File: config.mk
export PLATFORM = sky130hd
export DESIGN_NAME = btn_event_flat
export DESIGN_NICKNAME = d
export VERILOG_FILES = /design/src/rtl/btn_pkg.sv /design/src/rtl/btn_event_if.sv /design/src/rtl/btn_event_1.sv /design/src/rtl/btn_event.sv /design/src/flat_wrapper.sv
export SDC_FILE = /design/constraint.sdc
export NUM_CORES = 1
export LEC_CHECK = 0
export ABC_AREA = 1
export CORE_ASPECT_RATIO = 1.4
export CORE_MARGIN = 2
export CORE_UTILIZATION = 66
export DETAILED_ROUTE_END_ITERATION = 10
export PLACE_DENSITY = 0.87
export SLEW_MARGIN = 0
export SYNTH_ARGS = -nofsm -noshare
export SYNTH_HDL_FRONTEND = slang
export SYNTH_SLANG_ARGS = --single-unit
export TNS_END_PERCENT = 5
File: constraint.sdc
create_clock -name clk -period 5 [get_ports clk]
set_input_delay 1 -clock clk [delete_from_list [all_inputs] [get_ports clk]]
set_output_delay 1 -clock clk [all_outputs]
set_load 0.02 [all_outputs]
File: src/rtl/btn_pkg.sv
// Shared types and constants for the button event decoder.
// Holds the per-bit FSM encoding, default timings and a counter-width helper.
package btn_pkg;

  localparam int unsigned LONG_CYC_DEF   = 50_000_000;
  localparam int unsigned REPEAT_CYC_DEF = 10_000_000;

  typedef enum logic [1:0] {
    ST_IDLE   = 2'b00,
    ST_HOLD   = 2'b01,
    ST_REPEAT = 2'b10
  } btn_state_e;

  // parked = counter frozen, no further pulses until the button is released
  typedef struct packed {
    btn_state_e st;
    logic       parked;
  } btn_fsm_t;

  localparam btn_fsm_t FSM_IDLE = '{st: ST_IDLE, parked: 1'b0};

  function automatic int unsigned clog2_max(input int unsigned a, input int unsigned b);
    return $clog2(((a > b) ? a : b) + 32'd1);
  endfunction

endpackage

File: src/rtl/btn_event_if.sv
// Button level inputs and event pulse outputs for an N-wide button bank.
interface btn_event_if #(
  parameter int unsigned N = 4
);
  logic [N-1:0] pbreg;
  logic [N-1:0] repeat_en;
  logic [N-1:0] press;
  logic [N-1:0] release_ev;
  logic [N-1:0] long;
  logic [N-1:0] repeat_ev;
  logic [N-1:0] held;

  modport master (
    output pbreg, repeat_en,
    input  press, release_ev, long, repeat_ev, held
  );

  modport slave (
    input  pbreg, repeat_en,
    output press, release_ev, long, repeat_ev, held
  );
endinterface

File: src/rtl/btn_event_1.sv
// Single-button event FSM: press/release edges, long-press and auto-repeat pulses.
// All pulses are registered and last exactly one cycle.
module btn_event_1
  import btn_pkg::*;
#(
  parameter int unsigned LONG_CYC   = LONG_CYC_DEF,
  parameter int unsigned REPEAT_CYC = REPEAT_CYC_DEF,
  parameter int unsigned CNT_W      = clog2_max(LONG_CYC, REPEAT_CYC)
) (
  input  logic clk,
  input  logic rst_n,
  input  logic pb,
  input  logic rep_en,
  output logic press,
  output logic release_ev,
  output logic long,
  output logic repeat_ev,
  output logic held
);

  btn_fsm_t         fsm, fsm_nxt;
  logic [CNT_W-1:0] cnt, cnt_nxt;
  logic             prev;
  logic             rise, fall;
  logic             press_nxt, release_nxt, long_nxt, repeat_nxt;

  assign rise = pb & ~prev;
  assign fall = ~pb & prev;
  assign held = prev;

  // State, counter, edge history and output pulse registers
  always_ff @(posedge clk) begin
    if (!rst_n) begin
      fsm        <= FSM_IDLE;
      cnt        <= '0;
      prev       <= 1'b0;
      press      <= 1'b0;
      release_ev <= 1'b0;
      long       <= 1'b0;
      repeat_ev  <= 1'b0;
    end else begin
      fsm        <= fsm_nxt;
      cnt        <= cnt_nxt;
      prev       <= pb;
      press      <= press_nxt;
      release_ev <= release_nxt;
      long       <= long_nxt;
      repeat_ev  <= repeat_nxt;
    end
  end

  // Press loads cnt with 1, so the HOLD terminal is LONG_CYC to land the
  // long pulse exactly LONG_CYC cycles after the press pulse.
  always_comb begin
    fsm_nxt     = fsm;
    cnt_nxt     = cnt;
    press_nxt   = 1'b0;
    release_nxt = 1'b0;
    long_nxt    = 1'b0;
    repeat_nxt  = 1'b0;
    case (fsm.st)
      ST_IDLE: begin
        cnt_nxt = '0;
        if (rise) begin
          press_nxt = 1'b1;
          cnt_nxt   = CNT_W'(1);
          fsm_nxt   = '{st: ST_HOLD, parked: 1'b0};
        end
      end
      ST_HOLD: begin
        if (fall) begin
          release_nxt = 1'b1;
          cnt_nxt     = '0;
          fsm_nxt     = FSM_IDLE;
        end else if (!fsm.parked) begin
          if (cnt == CNT_W'(LONG_CYC)) begin
            long_nxt = 1'b1;
            cnt_nxt  = '0;
            if (rep_en) fsm_nxt = '{st: ST_REPEAT, parked: 1'b0};
            else        fsm_nxt.parked = 1'b1;
          end else begin
            cnt_nxt = cnt + CNT_W'(1);
          end
        end
      end
      ST_REPEAT: begin
        if (fall) begin
          release_nxt = 1'b1;
          cnt_nxt     = '0;
          fsm_nxt     = FSM_IDLE;
        end else if (!fsm.parked) begin
          if (!rep_en) begin
            fsm_nxt.parked = 1'b1;
          end else if (cnt == CNT_W'(REPEAT_CYC - 1)) begin
            repeat_nxt = 1'b1;
            cnt_nxt    = '0;
          end else begin
            cnt_nxt = cnt + CNT_W'(1);
          end
        end
      end
      default: begin
        cnt_nxt = '0;
        fsm_nxt = FSM_IDLE;
      end
    endcase
  end

endmodule

File: src/rtl/btn_event.sv
// N-wide button event decoder: one independent btn_event_1 per debounced button.
module btn_event
  import btn_pkg::*;
#(
  parameter int unsigned N          = 4,
  parameter int unsigned LONG_CYC   = LONG_CYC_DEF,
  parameter int unsigned REPEAT_CYC = REPEAT_CYC_DEF
) (
  input logic        clk,
  input logic        rst_n,
  btn_event_if.slave bus
);

  localparam int unsigned CNT_W = clog2_max(LONG_CYC, REPEAT_CYC);

  for (genvar i = 0; i < N; i++) begin : g_bit
    btn_event_1 #(
      .LONG_CYC   (LONG_CYC),
      .REPEAT_CYC (REPEAT_CYC),
      .CNT_W      (CNT_W)
    ) u_bit (
      .clk        (clk),
      .rst_n      (rst_n),
      .pb         (bus.pbreg[i]),
      .rep_en     (bus.repeat_en[i]),
      .press      (bus.press[i]),
      .release_ev (bus.release_ev[i]),
      .long       (bus.long[i]),
      .repeat_ev  (bus.repeat_ev[i]),
      .held       (bus.held[i])
    );
  end

endmodule

File: src/flat_wrapper.sv
// flat-port wrapper written by rule: the top's interface ports become plain ports
module btn_event_flat import btn_pkg::*;
#(
  parameter int unsigned N          = 4,
  parameter int unsigned LONG_CYC   = LONG_CYC_DEF,
  parameter int unsigned REPEAT_CYC = REPEAT_CYC_DEF
)
  (clk, rst_n, bus_pbreg, bus_repeat_en, bus_press, bus_release_ev, bus_long, bus_repeat_ev, bus_held);
  btn_event_if #(.N(N)) bus_i ();
  input logic clk;
  input logic rst_n;
  input wire logic [$bits(bus_i.pbreg)-1:0] bus_pbreg;
  input wire logic [$bits(bus_i.repeat_en)-1:0] bus_repeat_en;
  output wire logic [$bits(bus_i.press)-1:0] bus_press;
  output wire logic [$bits(bus_i.release_ev)-1:0] bus_release_ev;
  output wire logic [$bits(bus_i.long)-1:0] bus_long;
  output wire logic [$bits(bus_i.repeat_ev)-1:0] bus_repeat_ev;
  output wire logic [$bits(bus_i.held)-1:0] bus_held;
  assign bus_i.pbreg = bus_pbreg;
  assign bus_i.repeat_en = bus_repeat_en;
  assign bus_press = bus_i.press;
  assign bus_release_ev = bus_i.release_ev;
  assign bus_long = bus_i.long;
  assign bus_repeat_ev = bus_i.repeat_ev;
  assign bus_held = bus_i.held;
  btn_event #(.N(N), .LONG_CYC(LONG_CYC), .REPEAT_CYC(REPEAT_CYC)) u_core (.clk(clk), .rst_n(rst_n), .bus(bus_i));
endmodule
==> flow_summary.json <==
{
  "status": "completed",
  "place_ws_ns": 1.89,
  "rows": 49,
  "path_cells": "clkdlybuf4s50_1 > nor2_1 > nor2_1 > nand2_1 > nand2_2 > clkinv_1 > nand2_1 > nand2_2 > nor2_1",
  "grt.busiest_layer": "met2",
  "overflow": 0,
  "drtAntennaViolNets": 0,
  "syn-cell-area_sq_um": 8500,
  "seqPwrFrac_pct": 34.7,
  "synth-async-reset-ratio_pct": 0,
  "worstPathRequired_ns": 5.35,
  "root_buffer": "clkbuf_16",
  "ys_types": 37,
  "clock_skew_ns": 0.00634,
  "cp-start-kind": "primary input",
  "internal_power_w": 0.00230,
  "h-tree-depth": 4,
  "cts_buffers": 17,
  "dr_total_vias": 8202,
  "min_path_type": "register to register",
  "crit_path_top_delay_cell": "clkdlybuf4s50_1",
  "grt_setup_unrepaired": "no",
  "slew_viol_final": 0,
  "hold_buffers": 0,
  "dp_hpwl_um": 14700,
  "grt_usage_pct": 30.3,
  "postCtsSetupRepairBufs": 0,
  "seq_area_frac_synth_pct": 32.0,
  "met1_usage_pct": 35.4,
  "syn_area_per_cell_sq_um": 6.53,
  "syn_inst": 1302,
  "crit_start": "bus_pbreg[3]",
  "yosys_warnings": 0,
  "path_max_fanout": 18,
  "dr.pass1.iters": 6,
  "diodes": 0,
  "fin_tns_setup_ns": 0,
  "synth-edff-count": 0,
  "grt_max_degree": 42,
  "synth.ff_latch_count": 136,
  "met3_usage_pct": 5.36,
  "grt_pass1_wl_um": 34500,
  "critPathMaxStageDelay_ns": 0.51,
  "syn_to_final_growth_pct": 9.60,
  "whs_path_depth": 1,
  "clk_latency_ns": 0.42,
  "wire_per_inst_um": 13.8,
  "p_sw_share_pct": 35.1,
  "fin_crit_sh_pct": 54.0,
  "vias_per_cell": 5.56,
  "fp.dieW_um": 99.9,
  "hold_violations": 0,
  "cts_tree": "done",
  "antenna_found_initial": 0,
  "finalSetupViolations": 0,
  "start_util_pct": 67.0,
  "hp-start": "u_core.g_bit[3].u_bit.fsm[0]",
  "worstMarginPinSlew_ns": 0.528,
  "cp.arrival_ns": 3.05,
  "setup_ws_ns": 2.30,
  "nNetsFinal": 1352,
  "r2r-start": "u_core.g_bit[3].u_bit.fsm[2]",
  "switching_power_w": 0.00125,
  "drv_cap": 0,
  "clock_sinks": 136,
  "route.detailed.drc": 0,
  "syn-num-nets": 1344,
  "p_comb_share_pct": 27.5,
  "clk_pin_slew_ns": 0.06,
  "cpMostUsedCell": "nor2_1",
  "drive_gt1_share_pct": 7.94,
  "clkPwrFrac_pct": 37.7,
  "p_per_area_nw_per_um2": 381,
  "wirelength_um": 20300,
  "r2r.worst_path.cells": 10,
  "die_y_um": 138,
  "clk_path_buf_depth": 2,
  "ir_worst_vdd_mv": 0.173,
  "grt_pass1_vias": 7934,
  "ioPinCount": 30,
  "port-buffer-count": 29,
  "grt_use_met2_pct": 53.5,
  "drt_iter0_drc": 473,
  "dieArea_sq_um": 13800,
  "gp_congestion": 0.955,
  "power.leakage_nw": 3.47,
  "cts_resized": 0,
  "max_freq_mhz": 370,
  "end_kind": "register",
  "critical_path_class": "primary input to register",
  "period_needed_ns": 2.70,
  "slew_headroom_pct": 64.8,
  "synthFlopType": "dfxtp_1",
  "core_sq_um": 12700
}
==> registers in the layout (all words and copies together), names as in the netlist <==
signal,cells
u_core.g_bit.u_bit.held,4
u_core.g_bit.u_bit.release_ev,4
u_core.g_bit.u_bit.long,4
u_core.g_bit.u_bit.press,4
u_core.g_bit.u_bit.repeat_ev,4
u_core.g_bit.u_bit.fsm,12
u_core.g_bit.u_bit.cnt,104
==> stage by stage <==
step | util (%) | instances | power, W | instance area, sq um | hold slack [ns]
5_1_grt | 73.4 | 1475 | 0.00375 | 9310 | 0.528
3_3_place_gp | 68.5 | 1444 | 0.00219 | 8690 | 0.470
4_1_cts | 73.4 | 1475 | 0.00355 | 9310 | 0.483
3_5_place_dp | 68.5 | 1444 | 0.00221 | 8690 | 0.473
6_report | 73.4 | 1475 | 0.00355 | 9310 | 0.489
2_1_floorplan | - | 1302 | 0.00205 | 8500 | 0.437
==> per-layer routing <==
metal	part of all wire, %	up-vias
li1	-	4110
met1	40	3715
met2	51	299
met3	5.0	78
met4	3.7	0
met5	0	-
==> worst paths after layout <==
check | end | slack, ns
setup reg to reg | u_core.g_bit[3].u_bit.cnt[10] | 2.83
hold / removal | u_core.g_bit[3].u_bit.long | 0.49
setup / recovery | u_core.g_bit[3].u_bit.cnt[10] | 2.30
hold reg to reg | u_core.g_bit[3].u_bit.long | 0.49
==> synth_stat cells (3+ instances only) <==
master,count,area (sq um)
inv_1,168,631
nor4_1,7,43.8
nand2_2,17,106
nand3_1,99,495
ha_1,32,400
inv_2,6,22.5
nor2_1,212,796
buf_4,22,165
clkbuf_1,8,30.0
nor2_4,4,45.0
nand2_1,304,1140
nand3b_1,7,52.6
nand4_1,46,288
nor2_2,28,175
o21ai_0,28,140
buf_6,5,56.3
nor3_2,6,60.1
dfxtp_1,136,2720
nand2_4,5,56.3
nor3_1,40,200
xor2_1,43,377
a21oi_1,46,230
buf_2,4,20.0
o21ai_1,3,15.0
xnor2_1,11,96.3
==> cell families (layout without fill, tap and decap cells) <==
family / after synthesis / in the layout / share of synthesized area, %
AO/OA/AOI/OAI: 82 / 82 / 5.04
XOR/XNOR: 54 / 54 / 5.57
adder cells (fa/ha/maj): 32 / 32 / 4.71
buffers and inverters: 218 / 238 / 11.3
flip-flops: 136 / 136 / 32.0
AND/OR/NAND/NOR: 780 / 780 / 41.3
==> layout by cell type, fill, tap and decap left out, types with 3 or more instances in the layout <==
| cell | n |
|---|---|
| nand2_2 | 17 |
| nor2_1 | 212 |
| bufinv_16 | 4 |
| a21oi_1 | 46 |
| ha_1 | 32 |
| inv_1 | 168 |
| nand2_1 | 304 |
| nor3_2 | 6 |
| dfxtp_1 | 136 |
| o21ai_0 | 28 |
| nor2_4 | 4 |
| nor2_2 | 28 |
| nand3_1 | 99 |
| nand3b_1 | 7 |
| nor3_1 | 40 |
| clkinv_2 | 4 |
| nand4_1 | 46 |
| xnor2_1 | 11 |
| inv_2 | 6 |
| o21ai_1 | 3 |
| clkbuf_16 | 17 |
| nor4_1 | 7 |
| nand2_4 | 5 |
| clkdlybuf4s50_1 | 28 |
| xor2_1 | 43 |
==> worst max-delay path, delay by kind of cell <==
kind	cells	cell delay, ns
simple gates	7	1.22
buf+inv	2	0.83
==> cell type report <==
class	count	area, sq um
clock buffers	19	453
clock inverters	12	173
fillers	1046	3380
inverters	176	661
multi-input cells	948	4810
flip-flops and latches	136	2720
well taps	153	191
repair buffers	31	300
==> power by group through the flow <==
stage | Combinational, W | Sequential, W | Clock, W
final | 0.000977 | 0.00123 | 0.00134
after global routing | 0.00111 | 0.00124 | 0.00140
after CTS | 0.000975 | 0.00123 | 0.00135
after detailed placement | 0.000959 | 0.00125 | 0
after global placement | 0.000939 | 0.00125 | 0
after floorplan | 0.000816 | 0.00123 | 0
No activity file was read; power rests on OpenSTA's default activity.
